File: config.mk
export PLATFORM = sky130hd
export DESIGN_NAME = tdm_demux_1_2
export DESIGN_NICKNAME = d
export VERILOG_FILES = /design/src/rtl/tdm_demux_1_2.sv
export SDC_FILE = /design/constraint.sdc
export NUM_CORES = 1
export LEC_CHECK = 0
export CAP_MARGIN = 20
export CORE_AREA = 2 2 53 55
export DETAILED_ROUTE_END_ITERATION = 7
export DIE_AREA = 0 0 55 57
export PLACE_DENSITY = 0.74
export SYNTH_ARGS = -nofsm -noshare
export SYNTH_HDL_FRONTEND = slang
export SYNTH_SLANG_ARGS = --single-unit
File: constraint.sdc
create_clock -name clk -period 1.7 [get_ports clk]
set_clock_uncertainty 0.15 [all_clocks]
set_input_delay 0.34 -clock clk [delete_from_list [all_inputs] [get_ports clk]]
set_output_delay 0.34 -clock clk [all_outputs]
set_load 0.02 [all_outputs]
File: src/rtl/tdm_demux_1_2.sv
// Receive side of a 2:1 TDM link: locks on frame_sync (slot A) and splits the
// interleaved stream into registered A/B channels. Optional error counter: TDM_ERR_CNT_EN.
module tdm_demux_1_2 #(
    parameter int WIDTH     = 8,
    parameter int ERR_CNT_W = 8
) (
    input  logic                 clk,
    input  logic                 rst_n,
    input  logic                 flush,
    input  logic [WIDTH-1:0]     din,
    input  logic                 din_valid,
    input  logic                 frame_sync,
    output logic [WIDTH-1:0]     a_out,
    output logic                 a_valid,
    output logic [WIDTH-1:0]     b_out,
    output logic                 b_valid,
    output logic                 pair_valid,
    output logic                 locked,
    output logic                 sync_err
`ifdef TDM_ERR_CNT_EN
    ,
    output logic [ERR_CNT_W-1:0] err_count
`endif
);

    // state    | meaning
    // HUNT     | not locked, waiting for a word with frame_sync
    // EXPECT_B | slot A captured, next word should be slot B
    // EXPECT_A | pair complete, next word should be slot A
    typedef enum logic [1:0] {
        HUNT     = 2'd0,
        EXPECT_B = 2'd1,
        EXPECT_A = 2'd2
    } state_t;

    state_t state, next_state;
    logic   cap_a, cap_b, err;

    always_ff @(posedge clk or negedge rst_n) begin
        if (!rst_n) state <= HUNT;
        else        state <= next_state;
    end

    always_comb begin
        next_state = state;
        cap_a      = 1'b0;
        cap_b      = 1'b0;
        err        = 1'b0;
        if (flush) begin
            next_state = HUNT;
        end else if (din_valid) begin
            unique case (state)
                HUNT: begin
                    if (frame_sync) begin
                        cap_a      = 1'b1;
                        next_state = EXPECT_B;
                    end
                end
                EXPECT_B: begin
                    // An early frame_sync restarts the pair with this word as the new A
                    if (frame_sync) begin
                        err   = 1'b1;
                        cap_a = 1'b1;
                    end else begin
                        cap_b      = 1'b1;
                        next_state = EXPECT_A;
                    end
                end
                EXPECT_A: begin
                    if (frame_sync) begin
                        cap_a      = 1'b1;
                        next_state = EXPECT_B;
                    end else begin
                        err        = 1'b1;
                        next_state = HUNT;
                    end
                end
                default: next_state = HUNT;
            endcase
        end
    end

    always_ff @(posedge clk or negedge rst_n) begin
        if (!rst_n) begin
            a_out      <= '0;
            b_out      <= '0;
            a_valid    <= 1'b0;
            b_valid    <= 1'b0;
            pair_valid <= 1'b0;
            sync_err   <= 1'b0;
        end else begin
            a_valid    <= cap_a;
            b_valid    <= cap_b;
            pair_valid <= cap_b;
            sync_err   <= err;
            if (cap_a) a_out <= din;
            if (cap_b) b_out <= din;
        end
    end

    assign locked = (state == EXPECT_A) || (state == EXPECT_B);

`ifdef TDM_ERR_CNT_EN
    // Saturating; flush deliberately leaves the history intact
    always_ff @(posedge clk or negedge rst_n) begin
        if (!rst_n)                     err_count <= '0;
        else if (err && err_count != '1) err_count <= err_count + 1'b1;
    end
`endif

endmodule

* Yosys cells after proc, flatten, opt, wreduce, memory -nomap -nowiden
Cells that the tools add are included.
** Operators by class
- $add $sub $neg :: 0
- Multiply operators :: 0
- Divide/modulo/power cells :: 0
- Order comparisons :: 0
- Eq/ne operators :: 4
- Shifts and indexed selects :: 0
- Multiplexer cells :: 17
- Bitwise logic cells :: 0
- Reduce and logical (&&, ||, !) cells :: 5
** Operator list (number)
- $mux 1 :: 11
- $mux 2 :: 4
- $ne 3x3->1 const B :: 2
- $pmux 2 s3 :: 1
- $reduce_and 3->1 :: 1
- $reduce_or 3->1 :: 1
- $eq 2x1->1 const B :: 1
- $eq 2x2->1 const B :: 1
- $logic_not 2->1 :: 1
- $pmux 1 s2 :: 1
- $reduce_bool 2->1 :: 1
- $logic_or 1x1->1 :: 1
** Storage, ports and cells
- Register bits :: 21
- Bits in latches :: 0
- Memory bits (writable) :: 0
- Bits in read-only memories :: 0
- Input bits :: 13
- Output and inout port bits :: 21
- Word-level logic and storage cells :: 32
- Memories :: 0

* Logic depth before layout (Yosys ltp)
- Depth after elaboration :: 5
- Depth in mapped cells :: 5
- Depth with buffers taken out :: 5

* Worst setup path after synthesis
OpenSTA, ideal clock, no wires.
- Kind :: reg2reg
- Start point :: register state[1]
- End point :: register b_out[0]
- Library setup time :: 0.125 ns
- Arrival time :: 1.261 ns
- Required time :: 1.425 ns
- Setup slack :: 0.164 ns
- Stages on the path, launching flop included :: 6
- Buffers on the path :: 1
- Clock period less this slack :: 1.536 ns
- Cell sequence :: dfrtp_1 inv_1 ha_1 nor3b_2 buf_6 mux2_4
** On the way
- Cells in the longest elaborated chain, start to end :: 4
** RTL lines
- start: declaration :: line 36 : state_t state, next_state;
- start signal: assignment :: line 41 : else state <= next_state;
- $eq 2x1->1 :: line 52 : unique case (state)
- $mux 1 :: line 52
- $mux 1 :: line 51 : end else if (din_valid) begin
- $mux 1 :: line 49 : if (flush) begin
- net cap_b :: line 37 : logic cap_a, cap_b, err;
- end signal: assignment :: line 97 : if (cap_b) b_out <= din;
- end: declaration :: line 15 : output logic [WIDTH-1:0] b_out,
The timed path passes the listed nets, and every way through them passes these cells.
A chain may end at the register's enable or synchronous reset.

* Worst setup path after layout
- Start point :: input din_valid
- End point :: register b_out[3]
** On the way
- Cells in the longest elaborated chain, start to end :: 2
** RTL lines
- start: declaration :: line 11 : input logic din_valid,
- $mux 1 :: line 51
- $mux 1 :: line 49
Every way passes these cells.

==> impl_metrics.ini <==
[cts]
path_clk_slew_ns = 0.11
cts_tree = yes
h-tree-depth = 1
cts_buffers = 3
root_buffer = clkbuf_4
ctsHoldBuffers = 0
cts.sinks = 21
cts_buffer_depth = 2
clk_latency_ns = 0.30

[cells_and_area]
final_cell_mix = 21 x dfrtp_1, 20 x dlygate4sd2_1, 16 x mux2_4, 12 x clkdlybuf4s50_1, 9 x buf_4
fin_nets = 126
drive_gt1_frac = 0.370
final_common_cell = dfrtp_1
areaGrowthSynthToFinish_pct = 50.8
diodes = 0

[routing]
drt-pass1-iter-count = 4
routedWlPerCell_um = 14.1
drtIter0Drc = 5
wirelength_mm = 1.96
vias = 655
drc = 0
antenna_left = 0
viasPerCell = 4.71

[sta]
fin_crit_ns = 1.67
rsz0062_at_grt = true
finalSetupTns_ns = 0
hold_violations = 0
tightest_slew_ns = 0.269
setup_viol = 0
finalCritPeriodShare = 0.981
fmax_mhz = 600
relSlewSlack = 0.820
hold_ws_ns = 0.225
setup_ws_ns = 0.0325
final_max_slew_viol_count = 0

[die]
coreArea_mm2 = 0.00262
pin_count = 34
floorplan.initialDensity = 0.370
row_count = 19
die_w_um = 55
die_h_um = 57
die_area_mm2 = 0.00314

[logic_synthesis]
synth_cell_type_count = 16
seq_area_frac_synth = 0.543
yosysWarnings = 0
synthesis.nets = 78
synthCells = 61
synth-simple-area-share = 0.0686
synth_top_family_by_area = multiplexers
ys_ff_latch = 21
yosys.area_share.adder = 0.0517
synthXorXnorAreaFrac = 0
synth_mux_area_frac = 0.248
syn_area_per_cell_um2 = 15.9
netlist_area_um2 = 967
synth_compound_area_frac = 0.0453

[setup_path]
cp.required_ns = 1.74
crit_type = primary input to register
r2r_end = b_out[3]
crit_path_end_kind = register
cp-start-kind = primary input
r2r_start = state[1]
timing.reg2reg.setup_slack_ns = 0.03
crit_start = din_valid
worstPathArrival_ns = 1.71
reg2reg_depth = 6
crit_fanout = 5

[grt]
first_global_vias = 664
grt_max_degree = 22
antenna_found_initial = 0
overflow = 0
grt_pass1_wl_mm = 3.11
grt_usage = 0.138

[status]
status = complete, no violations

[placement]
dp_slack_ns = -0.296
place.gp.congestion = 0.803
numPortBuffers = 33
dp_hpwl_mm = 1.45

[power_and_ir_drop]
power_density_mw_per_mm2 = 1040
vdd.ir_drop.worst_mv = 0.689
leakagePower_nw = 0.724

[job]
cap_violations = 0

[worst_hold_path]
hp-class = primary input to asynchronous set/reset pin
[cell families after synthesis]
group,after synthesis
buffers and inverters,6
AO/OA/AOI/OAI,6
flip-flops,21
AND/OR/NAND/NOR,8
adder cells (fa/ha/maj),4
multiplexers,16
[critical path, cell delays in order]
cell and delay (ns):
clkdlybuf4s50_1 0.56, nand2b_4 0.10, nor3b_4 0.23, buf_6 0.17
mux2_4 0.30
[power by group]
group          switching [mW]  internal (mW)  leakage (nW)  total [mW]
Clock                   0.146         0.0913        0.0150       0.238
Sequential             0.0590          0.613         0.264       0.672
Combinational           0.285          0.324         0.445       0.609
[final cells by class]
cell class | instances | area, um2
clock buffer | 4 | 26.3
fill | 249 | 1160
inverter | 3 | 11.3
multi-input combinational | 34 | 438
sequential | 21 | 526
tap | 31 | 38.8
timing repair buffer | 46 | 419
[metal layers]
layer / vias to the layer above / share of wire / global-route usage
li1: 308 / - / -
met1: 319 / 0.43 / 0.187
met2: 26 / 0.49 / 0.218
met3: 2 / 0.069 / 0.0314
met4: 0 / 0.0087 / 0.0418
met5: - / 0 / 0
[metrics by stage]
stage / instance area [um2] / cells / total power [mW] / utilization
after global placement: 1380 / 132 / 1.34 / 0.528
after detailed placement: 1380 / 132 / 1.36 / 0.528
final: 1460 / 139 / 1.52 / 0.558
after global routing: 1460 / 139 / 1.61 / 0.558
after floorplan: 967 / 61 / 1.03 / -
after CTS: 1410 / 137 / 1.51 / 0.539
[registers in the layout, indices dropped and copies added, names as in the netlist]
name        cells
b_out           8
a_out           8
state           2
sync_err        1
a_valid         1
pair_valid      1
[how the worst max path moves through the flow]
stage                    end
global placement    b_out[4]
global route        b_out[7]
floorplan           b_out[0]
detailed placement  b_out[3]
CTS                 b_out[4]
finish              b_out[3]
[synthesized netlist by cell type]
master    number  area share
inv_1          3       0.012
a311oi_1       2       0.018
a21oi_1        2       0.010
a21o_1         1      0.0078
and3_1         1      0.0065
nand2_1        1      0.0039
nand2b_4       1       0.014
buf_6          2       0.023
nand2b_1       2       0.013
nor3b_2        2       0.026
a31o_2         1      0.0091
mux2_4        16        0.25
buf_4          1      0.0078
ha_1           4       0.052
dfrtp_1       21        0.54
nor3_1         1      0.0052
[repair_timing]
action                     CTS  global route
gates resized for setup     30             8
setup endpoints to repair   31            16
pin swaps                    1             2
cloned                       1             0
buffers inserted             0             2
hold endpoints to repair     0             0
Power figures use the tool's default switching activity.
